[src/rtl/wb_init_pkg.sv]
// Shared types for the Wishbone SDRAM initiator: FSM states, default bus widths
// and the latched-command record.
package wb_init_pkg;

  localparam int WB_AW = 24;
  localparam int WB_DW = 32;

  typedef enum logic [1:0] {
    IDLE = 2'd0,
    REQ  = 2'd1,
    RSP  = 2'd2
  } wb_init_state_e;

  typedef struct packed {
    logic                   we;
    logic [WB_AW-1:0]       adr;
    logic [WB_DW-1:0]       dat;
    logic [(WB_DW/8)-1:0]   sel;
  } wb_cmd_t;

endpackage

[src/rtl/wb_init_timeout.sv]
// REQ-phase watchdog: counts stalled strobe cycles and flags the terminal count.
// Instantiated only when WB_INIT_TIMEOUT_EN is defined.
module wb_init_timeout #(
  parameter int TIMEOUT_CYC = 256
) (
  input  logic i_clk,
  input  logic i_rst_n,
  input  logic i_clr,
  input  logic i_inc,
  output logic o_tc
);

  localparam int CW = (TIMEOUT_CYC > 2) ? $clog2(TIMEOUT_CYC) : 1;
  localparam logic [CW-1:0] TC = CW'(TIMEOUT_CYC - 1);

  logic [CW-1:0] r_cnt;

  // Stall counter, cleared when a new command enters REQ.
  always_ff @(posedge i_clk or negedge i_rst_n) begin
    if (!i_rst_n) begin
      r_cnt <= '0;
    end else if (i_clr) begin
      r_cnt <= '0;
    end else if (i_inc) begin
      r_cnt <= r_cnt + CW'(1);
    end else begin
      r_cnt <= r_cnt;
    end
  end

  assign o_tc = (r_cnt == TC);

endmodule

[src/rtl/wb_sdram_initiator.sv]
// Wishbone classic initiator: one bus cycle per valid/ready command, result on a
// valid/ready response channel. Define WB_INIT_TIMEOUT_EN to abort stalled cycles.
module wb_sdram_initiator
  import wb_init_pkg::*;
#(
  parameter int AW          = WB_AW,
  parameter int DW          = WB_DW,
  parameter int TIMEOUT_CYC = 256
) (
  input  logic            clk_i,
  input  logic            rst_i,
  input  logic            cmd_valid_i,
  output logic            cmd_ready_o,
  input  logic            cmd_we_i,
  input  logic [AW-1:0]   cmd_adr_i,
  input  logic [DW-1:0]   cmd_dat_i,
  input  logic [DW/8-1:0] cmd_sel_i,
  output logic            rsp_valid_o,
  input  logic            rsp_ready_i,
  output logic [DW-1:0]   rsp_dat_o,
  output logic            rsp_we_o,
  output logic            rsp_err_o,
  output logic            wb_cyc_o,
  output logic            wb_stb_o,
  output logic            wb_we_o,
  output logic [AW-1:0]   wb_adr_o,
  output logic [DW-1:0]   wb_dat_o,
  output logic [DW/8-1:0] wb_sel_o,
  input  logic [DW-1:0]   wb_dat_i,
  input  logic            wb_ack_i,
  output logic            busy_o
);

  wb_init_state_e r_state, w_state_nxt;
  logic           w_accept;
  logic           w_ack;
  logic           w_abort;

  // Gated by reset so every output reads 0 while rst_i is low.
  assign cmd_ready_o = rst_i & (r_state == IDLE);
  assign w_accept    = cmd_valid_i & cmd_ready_o;
  assign w_ack       = wb_ack_i & (r_state == REQ);

`ifdef WB_INIT_TIMEOUT_EN
  logic w_tc;

  wb_init_timeout #(.TIMEOUT_CYC(TIMEOUT_CYC)) u_timeout (
    .i_clk   (clk_i),
    .i_rst_n (rst_i),
    .i_clr   (w_accept),
    .i_inc   ((r_state == REQ) & ~wb_ack_i),
    .o_tc    (w_tc)
  );

  // Ack on the terminal-count cycle takes priority over the abort.
  assign w_abort = w_tc & (r_state == REQ) & ~wb_ack_i;
`else
  assign w_abort = 1'b0;
`endif

  // State register.
  always_ff @(posedge clk_i or negedge rst_i) begin
    if (!rst_i) begin
      r_state <= IDLE;
    end else begin
      r_state <= w_state_nxt;
    end
  end

  // Next-state decode.
  always_comb begin
    w_state_nxt = r_state;
    case (r_state)
      IDLE: begin
        if (w_accept) w_state_nxt = REQ;
        else          w_state_nxt = IDLE;
      end
      REQ: begin
        if (w_ack || w_abort) w_state_nxt = RSP;
        else                  w_state_nxt = REQ;
      end
      RSP: begin
        if (rsp_ready_i) w_state_nxt = IDLE;
        else             w_state_nxt = RSP;
      end
      default: w_state_nxt = IDLE;
    endcase
  end

  // Registered bus and response outputs; adr/dat/sel persist after the cycle ends.
  always_ff @(posedge clk_i or negedge rst_i) begin
    if (!rst_i) begin
      wb_cyc_o    <= 1'b0;
      wb_stb_o    <= 1'b0;
      wb_we_o     <= 1'b0;
      wb_adr_o    <= '0;
      wb_dat_o    <= '0;
      wb_sel_o    <= '0;
      rsp_valid_o <= 1'b0;
      rsp_dat_o   <= '0;
      rsp_we_o    <= 1'b0;
      rsp_err_o   <= 1'b0;
      busy_o      <= 1'b0;
    end else begin
      busy_o <= (w_state_nxt != IDLE);
      case (r_state)
        IDLE: begin
          if (w_accept) begin
            wb_cyc_o <= 1'b1;
            wb_stb_o <= 1'b1;
            wb_we_o  <= cmd_we_i;
            wb_adr_o <= cmd_adr_i;
            wb_dat_o <= cmd_dat_i;
            wb_sel_o <= cmd_sel_i;
          end
        end
        REQ: begin
          if (w_ack || w_abort) begin
            wb_cyc_o    <= 1'b0;
            wb_stb_o    <= 1'b0;
            wb_we_o     <= 1'b0;
            rsp_valid_o <= 1'b1;
            rsp_we_o    <= wb_we_o;
            rsp_err_o   <= w_abort;
            rsp_dat_o   <= (w_ack && !wb_we_o) ? wb_dat_i : '0;
          end
        end
        RSP: begin
          if (rsp_ready_i) rsp_valid_o <= 1'b0;
        end
        default: begin
          rsp_valid_o <= 1'b0;
        end
      endcase
    end
  end

endmodule

[config.mk]
export PLATFORM = sky130hd
export DESIGN_NAME = wb_sdram_initiator
export DESIGN_NICKNAME = d
export VERILOG_FILES = /design/src/rtl/wb_init_pkg.sv /design/src/rtl/wb_init_timeout.sv /design/src/rtl/wb_sdram_initiator.sv
export SDC_FILE = /design/constraint.sdc
export NUM_CORES = 1
export LEC_CHECK = 0
export ABC_AREA = 1
export CORE_MARGIN = 8
export CORE_UTILIZATION = 40
export CTS_CLUSTER_DIAMETER = 40
export DETAILED_ROUTE_END_ITERATION = 8
export GPL_TIMING_DRIVEN = 1
export PLACE_DENSITY = 0.8
export SYNTH_ARGS = -nofsm -noshare
export SYNTH_HDL_FRONTEND = slang
export SYNTH_HIERARCHICAL = 1
export SYNTH_SLANG_ARGS = --single-unit
[constraint.sdc]
create_clock -name clk_i -period 1.27 [get_ports clk_i]
set_input_delay 0.127 -clock clk_i [delete_from_list [all_inputs] [get_ports clk_i]]
set_output_delay 0.127 -clock clk_i [all_outputs]
set_load 0.01 [all_outputs]
Word level (Yosys, flattened, before mapping):

Cells that the tools add are included.
W data, S select, Z words.

* bitwise logic cells: 4
* muxes and demuxes: 13
* reduce and logical (&&, ||, !) cells: 9
* equal/unequal tests: 5

Operators with widths (count)
* $mux W32: 1
* $mux W1: 6
* $ne A2 B2 Y1 const B: 3
* $pmux W2 S3: 1
* $reduce_and A3 Y1: 2
* $mux W2: 2
* $pmux W1 S2: 2
* $reduce_and A2 Y1: 2
* $reduce_bool A2 Y1: 2
* $and A1 B1 Y1: 3
* $pmux W1 S3: 1
* $eq A2 B1 Y1 const B: 1
* $eq A2 B2 Y1 const B: 1
* $logic_not A2 Y1: 1
* $logic_and A1 B1 Y1: 1
* $logic_not A1 Y1: 1
* $not A1 Y1: 1

* logic and storage cells: 41
* flip-flop bits (word level): 99
* bits of input ports: 98

Longest topological paths before layout:

Gate-level depths: netlist (run 1).

* depth after elaboration: 6
* mapped depth: 7
* gate-level depth less buffers: 6

Worst setup path after synthesis (run 1):

No wires, ideal clock.

* path type: reg-to-reg
* from: register r_state[1]
* to: register wb_adr_o[0]
* required time: 1.154 ns
* buffers on the path: 2
* slack: 0.143 ns
* setup time: 0.116 ns
* cell stages (with the launch flop): 7
* period minus slack after synthesis: 1.127 ns
* arrival time: 1.010 ns
* cell sequence: dfrtp_1 -> nor2_2 -> nand3_2 -> buf_6 -> buf_6 -> nand2_1 -> nand2_1

* cells in the longest elaborated chain, start to end: 4

RTL lines
* start: declaration: line wb_sdram_initiator.sv:34 `wb_init_state_e r_state, w_state_nxt;`
* start signal: assignment: line wb_sdram_initiator.sv:66 `r_state <= w_state_nxt;`
* $logic_not A2 Y1 *: line wb_sdram_initiator.sv:40, wb_sdram_initiator.sv:106
* $and A1 B1 Y1: line wb_sdram_initiator.sv:40 `assign cmd_ready_o = rst_i & (r_state == IDLE);`
* $and A1 B1 Y1: line wb_sdram_initiator.sv:41 `assign w_accept = cmd_valid_i & cmd_ready_o;`
* $reduce_and A2 Y1 (no source line) *
* end signal: assignment: line wb_sdram_initiator.sv:112 `wb_adr_o <= cmd_adr_i;`
* end: declaration: line wb_sdram_initiator.sv:26 `output logic [AW-1:0] wb_adr_o,`

Every way passes the cells marked *; elsewhere a longest branch is shown, timed or not.
A chain may end at the register's enable or synchronous reset.

Final worst setup path (run 1):

* from: register r_state[1]
* to: register wb_dat_o[17]

* cells in the longest elaborated chain, start to end: 4

RTL lines
* $logic_not A2 Y1 *: line wb_sdram_initiator.sv:40, wb_sdram_initiator.sv:106
* $and A1 B1 Y1: line wb_sdram_initiator.sv:40
* $and A1 B1 Y1: line wb_sdram_initiator.sv:41
* $reduce_and A2 Y1 (no source line) *
* end signal: assignment: line wb_sdram_initiator.sv:113 `wb_dat_o <= cmd_dat_i;`
* end: declaration: line wb_sdram_initiator.sv:27 `output logic [DW-1:0] wb_dat_o,`

Marks and branches as above.

==> results of run 1 <==
==> sequential cells by signal (all words and copies together) (netlist names) <==
name / count
r_state: 2
wb_dat_o: 32
rsp_dat_o: 32
wb_sel_o: 4
wb_stb_o: 1
busy_o: 1
wb_adr_o: 24
rsp_we_o: 1
rsp_valid_o: 1
wb_we_o: 1
==> placed cells by master (no fill, tap or decap) <==
cell type / instances
sky130_fd_sc_hd__nand2_1: 197
sky130_fd_sc_hd__dfrtp_1: 99
sky130_fd_sc_hd__clkdlybuf4s50_1: 96
sky130_fd_sc_hd__dlygate4sd2_1: 96
sky130_fd_sc_hd__nand2_2: 54
sky130_fd_sc_hd__nand3_1: 33
sky130_fd_sc_hd__buf_4: 16
sky130_fd_sc_hd__clkbuf_8: 11
sky130_fd_sc_hd__buf_16: 10
sky130_fd_sc_hd__nand2_4: 8
sky130_fd_sc_hd__buf_12: 7
sky130_fd_sc_hd__clkbuf_16: 5
sky130_fd_sc_hd__buf_6: 5
sky130_fd_sc_hd__inv_1: 4
sky130_fd_sc_hd__buf_8: 4
sky130_fd_sc_hd__clkinv_2: 3
sky130_fd_sc_hd__inv_2: 2
sky130_fd_sc_hd__nor2_1: 2
sky130_fd_sc_hd__nor2_4: 2
sky130_fd_sc_hd__clkdlybuf4s15_1: 2
sky130_fd_sc_hd__nor2_2: 1
sky130_fd_sc_hd__nand3_4: 1
sky130_fd_sc_hd__nand4_1: 1
sky130_fd_sc_hd__clkinv_8: 1
sky130_fd_sc_hd__a21o_1: 1
sky130_fd_sc_hd__o21ai_0: 1
sky130_fd_sc_hd__conb_1: 1
sky130_fd_sc_hd__bufbuf_16: 1
sky130_fd_sc_hd__inv_6: 1
sky130_fd_sc_hd__dlygate4sd3_1: 1
==> path summary, 6_finish.rpt <==
path	start	end	slack (ns)	depth (start not counted)
max	r_state[1]	wb_dat_o[17]	-0.15	9
min	rst_i	rsp_dat_o[6]	-0.01	2
max reg2reg	r_state[1]	wb_dat_o[17]	-0.15	9
min reg2reg	rsp_valid_o	rsp_valid_o	0.48	2
max in group asynchronous	rst_i	wb_dat_o[28]	0.61	3
min in group clk_i	cmd_adr_i[19]	wb_adr_o[19]	0.28	3
==> routing by layer <==
layer	vias to the layer above	track usage (%)	routed length (µm)
met3	34	9.93	1680
li1	1779	-	-
met5	-	0	0
met1	1901	23.9	5670
met2	188	38.1	8000
met4	0	7.18	426
==> per-stage QoR <==
| step | setup TNS (ns) | total power [mW] | instances | cell area, µm² |
|---|---|---|---|---|
| after floorplan | 0 | 7.01 | 433 | 3910 |
| after global placement | -0.0193 | 10.2 | 754 | 6010 |
| after detailed placement | -0.0599 | 10.4 | 754 | 6010 |
| after CTS | -7.00 | 12.0 | 792 | 6680 |
| after global routing | -10.91 | 12.9 | 799 | 6910 |
| final | -5.78 | 12.2 | 799 | 6910 |
==> area by class of cell <==
cell class | count | area [µm²] | area share [%]
Timing Repair Buffer | 243 | 2640 | 38.2
Sequential cell | 99 | 2480 | 35.9
Multi-Input combinational cell | 302 | 1410 | 20.4
Tap cell | 133 | 166 | 2.41
Clock buffer | 11 | 151 | 2.19
Inverter | 7 | 38.8 | 0.561
Clock inverter | 3 | 15.0 | 0.217
Timing Repair inverter | 1 | 8.76 | 0.127
==> cell families after synthesis <==
| group | Yosys count | synth area share (%) |
|---|---|---|
| and+or+nand+nor | 299 | 30.3 |
| DFF | 99 | 63.4 |
| buffers and inverters | 32 | 5.92 |
| AOI/OAI and AO/OA | 2 | 0.320 |
| other | 1 | 0.0959 |
==> power groups by stage <==
stage          Sequential [mW]  Combinational [mW]  Clock, mW
3_5_place_dp              5.05                5.35          0
5_1_grt                   5.21                5.69       2.03
3_3_place_gp              4.99                5.26          0
2_1_floorplan             5.61                1.40          0
6_report                  5.07                5.30       1.87
4_1_cts                   5.01                5.06       1.90
==> what timing repair did <==
action	CTS	global route
endpoints found under the hold margin	36	0
setup endpoints to repair	149	83
gates cloned	13	6
buffers inserted	11	5
resized for setup	166	48
pin swaps	16	13
hold buffers	1	0
==> run summary, run 1 <==
The mapped netlist covers 3910 µm². The clock network is responsible for 15.3% of the overall power. The path class of the tightest hold or removal check is input pin to async pin. The maximum number of pins on one net before global-route repair was 64; the layout overhead on the synthesized area was 76.7%. Once layout is complete, the utilization of the core stands at 71.7%. For the maximum level of the CTS H-tree, the log shows 3. The tools report the number of nets in the layout as 761.

The endpoint kind of the worst setup timing path was a flop. The worst setup path is launched from a flop. Summed over all nets, the half-perimeter wirelength after detailed placement is 8990 µm.

The count of flip-flops with a built-in enable after synthesis was 0; the number of buffer cells added on primary ports was 196. Headroom to the max-slew limit came out at 45.2%. The number of hold violations in the final report is 11, and the max-capacitance violation count is 0. The library cell with the largest summed area after synthesis is sky130_fd_sc_hd__dfrtp_1.

The Yosys step of the flow raised 6 warnings. Setup violations remaining at the end of the flow were counted as 58. In the routed layout, each cell is associated on average with a via count of 4.88.

The number of nets handed over by synthesis was 531. Routability-driven placement finished with a final weighted congestion of 0.755. The worst-case IR drop observed on VDD is 1.02 mV.

The count of buffering cells on the critical path with inverters included was 5; the maximum fanout encountered on the critical timing path was 5. The number of buffers inserted during clock tree synthesis is 9. Clock skew on the completed layout was measured at 0.00978 ns. At the pin with the least slew margin, the transition time is 0.823 ns. For this run, design rule violations remaining after detail routing come to 0. Row generation in the floorplan step produced 36 rows. Based on the critical path, the design can be clocked at up to 0.704 GHz.

For the boundary pin count, the log shows 198. The clock slew seen by the registers of the worst setup and hold paths was 0.09 ns; the flip-flop and latch count after synthesis was 99. The run gives 4.50 mW as the net switching component of the power. In this run the remaining antenna-violating nets after routing total 0.

Measured along the y axis, the die boundary spans 115 µm. In this run the horizontal extent of the chip is 115 µm. After the first detailed-routing iteration, the DRC count stood at 382. The run gives 2 as the deepest clock path buffer count.

The final critical delay including setup and external delays was 1.42 ns; the average cell area after synthesis was 9.03 µm². The synthesized instance count is 433. The most frequently used cell type in the post-synthesis netlist is sky130_fd_sc_hd__nand2_1. The largest single stage delay on the critical path is 0.39 ns. Root buffer cell: sky130_fd_sc_hd__clkbuf_8.

Master of the slowest instance on the critical path: sky130_fd_sc_hd__dfrtp_1. The share of cells above drive strength 1 is 19.8%. The tools report the number of unique standard cell types used by synthesis as 18.

The commonest cells after synthesis are 259 x sky130_fd_sc_hd__nand2_1, 99 x sky130_fd_sc_hd__dfrtp_1, 33 x sky130_fd_sc_hd__nand3_1. The initial cell density of the core came out at 40.6%. After detailed routing, the total wire length is 15800 µm.

Global routing finished with a remaining overflow of 0. The final critical path takes up 112% of the cycle. The power density relative to cell area was 1770 nW/µm²; the smallest hold slack was -0.0149 ns.

Sequential elements use 63.4% of the synthesized area. The insertion delay to the later sink of the worst-skew pair is 0.38 ns, and the all-layer global routing usage is 22.2%. For the number of sinks on the clock net, the log shows 99. The type of the worst setup path was flop to flop. The wire length per cell after detailed routing was 19.7 µm. The combinational group share of total power came out at 43.3%.

The core region is 9640 µm². Sorting the synthesized cells by area gives the leading types as sky130_fd_sc_hd__dfrtp_1 63%, sky130_fd_sc_hd__nand2_1 25%, sky130_fd_sc_hd__nand3_1 4.2%, sky130_fd_sc_hd__buf_6 2.6%, sky130_fd_sc_hd__buf_4 2.1%. The flow ran to the end, but the final reports show violations. For the static leakage, the log shows 3.70 nW.

TritonCTS built the clock tree. The internal power summed over all cells was 7.74 mW; the proportion of power drawn by flip-flops and latches was 41.4%. 0 antenna diodes ended up in the layout. Wire length of the first global-routing pass: 22200 µm.

Grouping stages by cell kind, the critical path spends the most delay in buffers and inverters. The filler cells instantiated in the layout total 724. The max-slew violation count is 0, and the number of antenna violations at the first check in global routing is 0. Summing over every cut layer, the via total after detailed routing is 3902. The share of flip-flops with an asynchronous set or reset works out to 100%. Traced cell by cell, the critical path runs through nor2_2, buf_4, nand3_4, buf_8, clkinv_8, buf_4, buf_16, nand2_1, nand2_1. The endpoint arrival time on the critical path was 1.74 ns; the switching portion of total power was 36.8%. The most used flip-flop cell after synthesis is sky130_fd_sc_hd__dfrtp_1. The first detailed-routing pass ran for 4 iterations.

The required time at the endpoint of the critical path is 1.59 ns, and the share of the synthesized area in the top cell type is 63.4%. Setup repair after global routing could not meet its margin everywhere. The die covers 13200 µm². Number of global-route vias before repair: 4050. The tools report the post-layout worst setup margin as -0.150 ns. Worst setup slack before clock tree synthesis: -0.0182 ns. The checks that failed: negative hold slack, negative setup slack.
No activity file was read; power rests on OpenSTA's default activity.
==> run 2: changes to the inputs <==
Settings changed: CORE_MARGIN 8 to not set.
==> run 2 against run 1 <==
The run ends with negative setup slack left. Die area decreased by 23%. Clock skew increased by 0.0032 ns. Final cell count decreased by 3.1%. Combinational power decreased by 11%. Design area decreased by 6.1%. Global-route usage decreased by 0.96 points. Critical endpoint is now rsp_dat_o[24]. Largest cell class is now flip-flops and latches.
==> run summary, run 2 (synthesis results as in run 1) <==
The run finished, with violations left. The final reports fail on negative setup slack. The library cells used most frequently in the layout, excluding fill and tap cells, are 224 x sky130_fd_sc_hd__nand2_1, 99 x sky130_fd_sc_hd__dfrtp_1, 98 x sky130_fd_sc_hd__dlygate4sd2_1, 96 x sky130_fd_sc_hd__clkdlybuf4s50_1, 30 x sky130_fd_sc_hd__nand2_2.

The net count of the finished layout is 738. In the final routed layout, each cell accounts on average for 15.2 µm. Setup violations remaining at the end of the flow were counted as 37. The run gives 9370 µm² as the standard cell core area.

The run gives 10200 µm² as the die outline area. The largest individual stage delay along the critical path comes from the cell sky130_fd_sc_hd__dfrtp_1. The tool flagged a number of max-cap violations equal to 0. Along the worst path, the maximum fanout reaches 8. The type of the worst setup path is flop to flop. Together, buffers and inverters on the worst path number 3. Routability-driven placement finished with a final weighted congestion of 0.760.

For this design the ratio of total power to cell area is 1790 nW/µm². The largest registers in the layout are rsp_dat_o x32, wb_dat_o x32, wb_adr_o x24. The overall overflow remaining after global route was 0; the HPWL after detailed placement was 7550 µm.

At the later pin of the worst-skew pair, clock insertion delay measures 0.35 ns. Vertical die dimension: 101 µm. Entering global routing, the biggest net connects 98 pins. The number of global-route vias before repair is 3540.

The library cell used most frequently in the layout, excluding fill and tap cells, is sky130_fd_sc_hd__nand2_1. Data on the critical path is required at its endpoint by 1.56 ns. Counting along the longest clock path gives a buffer depth of 2. Final antenna diode count: 0.

Based on the critical path, the design can be clocked at up to 0.765 GHz. The number of violations reported at the end of detailed-routing iteration 0 came out at 73. TritonCTS built the clock tree. During I/O placement, the number of pins put on the boundary was 198. The floorplan has 35 rows. Across all register-to-register paths, the minimum setup slack is -0.04 ns.

VDD sags by at most 1.02 mV. After layout, the minimum clock period comes to 1.31 ns. At the worst endpoint, the arrival time is 1.60 ns. Per report_power, the combinational group accounts for 40.8% of the total. The proportion of power drawn by flip-flops and latches is 42.9%.

The first global-routing pass estimated 16700 µm of wire. For met3 alone, demand over resource in global routing was 5.83%. The largest single stage delay on the critical path is 0.42 ns. Walking the worst path, the cells encountered are buf_6, inv_2, nand2_2, nor2_4, clkbuf_16, nand3_2, nand2_1.

The area growth from synthesis to layout is 65.9%. The tightest hold path in the finished design has a slack of 0.188 ns. The internal power summed over all cells was 7.43 mW; the number of optimization iterations in the first detailed-route pass was 4.

The fraction of met2 tracks used by global routing was 36.7%; the number of sinks on the clock net was 99. Clock-pin slew was measured on the worst setup and hold paths at 0.09 ns. met2 is the most crowded layer. In this run the horizontal extent of the chip is 101 µm. Global routing consumed, on the met1 layer, 25.1% of the routing resources. The number of buffers inserted during clock tree synthesis came out at 9. The logs give 0 for the max-slew violation count and 3 for the maximum level of the CTS H-tree. Global routing used 21.2% of the available tracks across all layers.

The number of buffer cells added on primary ports was 196. The final layout contains routed wiring with a total length of 11800 µm. The clock network is responsible for 16.2% of the overall power.

Number of antenna violations at the first check in global routing: 0. On the critical path the largest part of the delay comes from simple AND/OR/NAND/NOR gates. The number of hold violations in the final report is 0. The post-layout worst setup margin was -0.0364 ns; the net switching component of the power was 4.17 mW. Setup repair after global routing could not meet its margin everywhere.

Cells with a size suffix above 1 make up 14.1% of the layout. The run gives 6010 µm² as the post-placement cell area. For this configuration, the core starts out at a cell density of 41.7%. The run gives 3665 as the total number of vias. The cell sitting at the root of the clock tree is a sky130_fd_sc_hd__clkbuf_8. STA classifies the critical path endpoint as a flop. The per-cell via count in the routed design was 4.74; the post-route antenna net violation count was 0. The min-delay analysis places its worst path in the category input pin to async pin. Across the routed clock network, the largest skew measured is 0.0130 ns. The analysis attributes to cell leakage a power of 3.46 nW.

The run gives 6480 µm² as the total non-filler cell area in the finished layout. Critical path launch point type: a flop. Net switching is 35.9% of the power. Measured on the finished design, the core utilization comes to 69.2%.

For this run, design rule violations remaining after detail routing come to 0. Dividing the final minimum period by the clock period gives 103%.
==> run 2: final cells by class <==
type / count / area (µm²)
clock buffers: 11 / 141
well taps: 129 / 161
clock inverters: 5 / 37.5
multi-input cells: 302 / 1370
fillers: 761 / 2890
repair buffers: 221 / 2260
inverters: 7 / 38.8
flip-flops and latches: 99 / 2480
==> run 2: per-stage QoR <==
stage | setup TNS, ns | cells | worst slack (ns) | total power [mW]
2_1_floorplan | 0 | 433 | 0.143 | 7.01
3_3_place_gp | 0 | 747 | 0.00431 | 10.2
3_5_place_dp | -0.446 | 747 | -0.0312 | 10.3
4_1_cts | -3.11 | 766 | -0.110 | 11.4
5_1_grt | -6.74 | 774 | -0.111 | 12.3
6_report | -0.581 | 774 | -0.0364 | 11.6
==> run 2: power groups by stage <==
stage | combinational [mW] | clock [mW] | sequential, mW
2_1_floorplan | 1.40 | 0 | 5.61
3_3_place_gp | 5.16 | 0 | 5.02
3_5_place_dp | 5.29 | 0 | 5.05
4_1_cts | 4.49 | 1.93 | 4.96
5_1_grt | 5.15 | 2.06 | 5.13
6_report | 4.74 | 1.88 | 4.98
==> run 2: routing by layer <==
| layer | vias to the layer above | wire (µm) |
|---|---|---|
| li1 | 1738 | - |
| met1 | 1750 | 4750 |
| met2 | 150 | 5860 |
| met3 | 27 | 840 |
| met4 | 0 | 308 |
| met5 | - | 0 |
==> run 2: repair_timing <==
item	in CTS	in global routing
setup endpoints to repair	128	92
hold buffers	1	0
pin swaps	0	16
gates cloned	1	8
buffers inserted	1	1
resized for setup	105	61
endpoints found under the hold margin	99	0
==> run 2: worst paths after layout <==
kind / startpoint / endpoint / cells after the start
hold / removal: rst_i / wb_adr_o[8] / 2
max in group asynchronous: rst_i / r_state[0] / 3
setup / recovery: r_state[1] / rsp_dat_o[24] / 7
min in group clk_i: cmd_dat_i[30] / wb_dat_o[30] / 3
hold reg to reg: rsp_dat_o[17] / rsp_dat_o[17] / 2
setup reg to reg: r_state[1] / rsp_dat_o[24] / 7
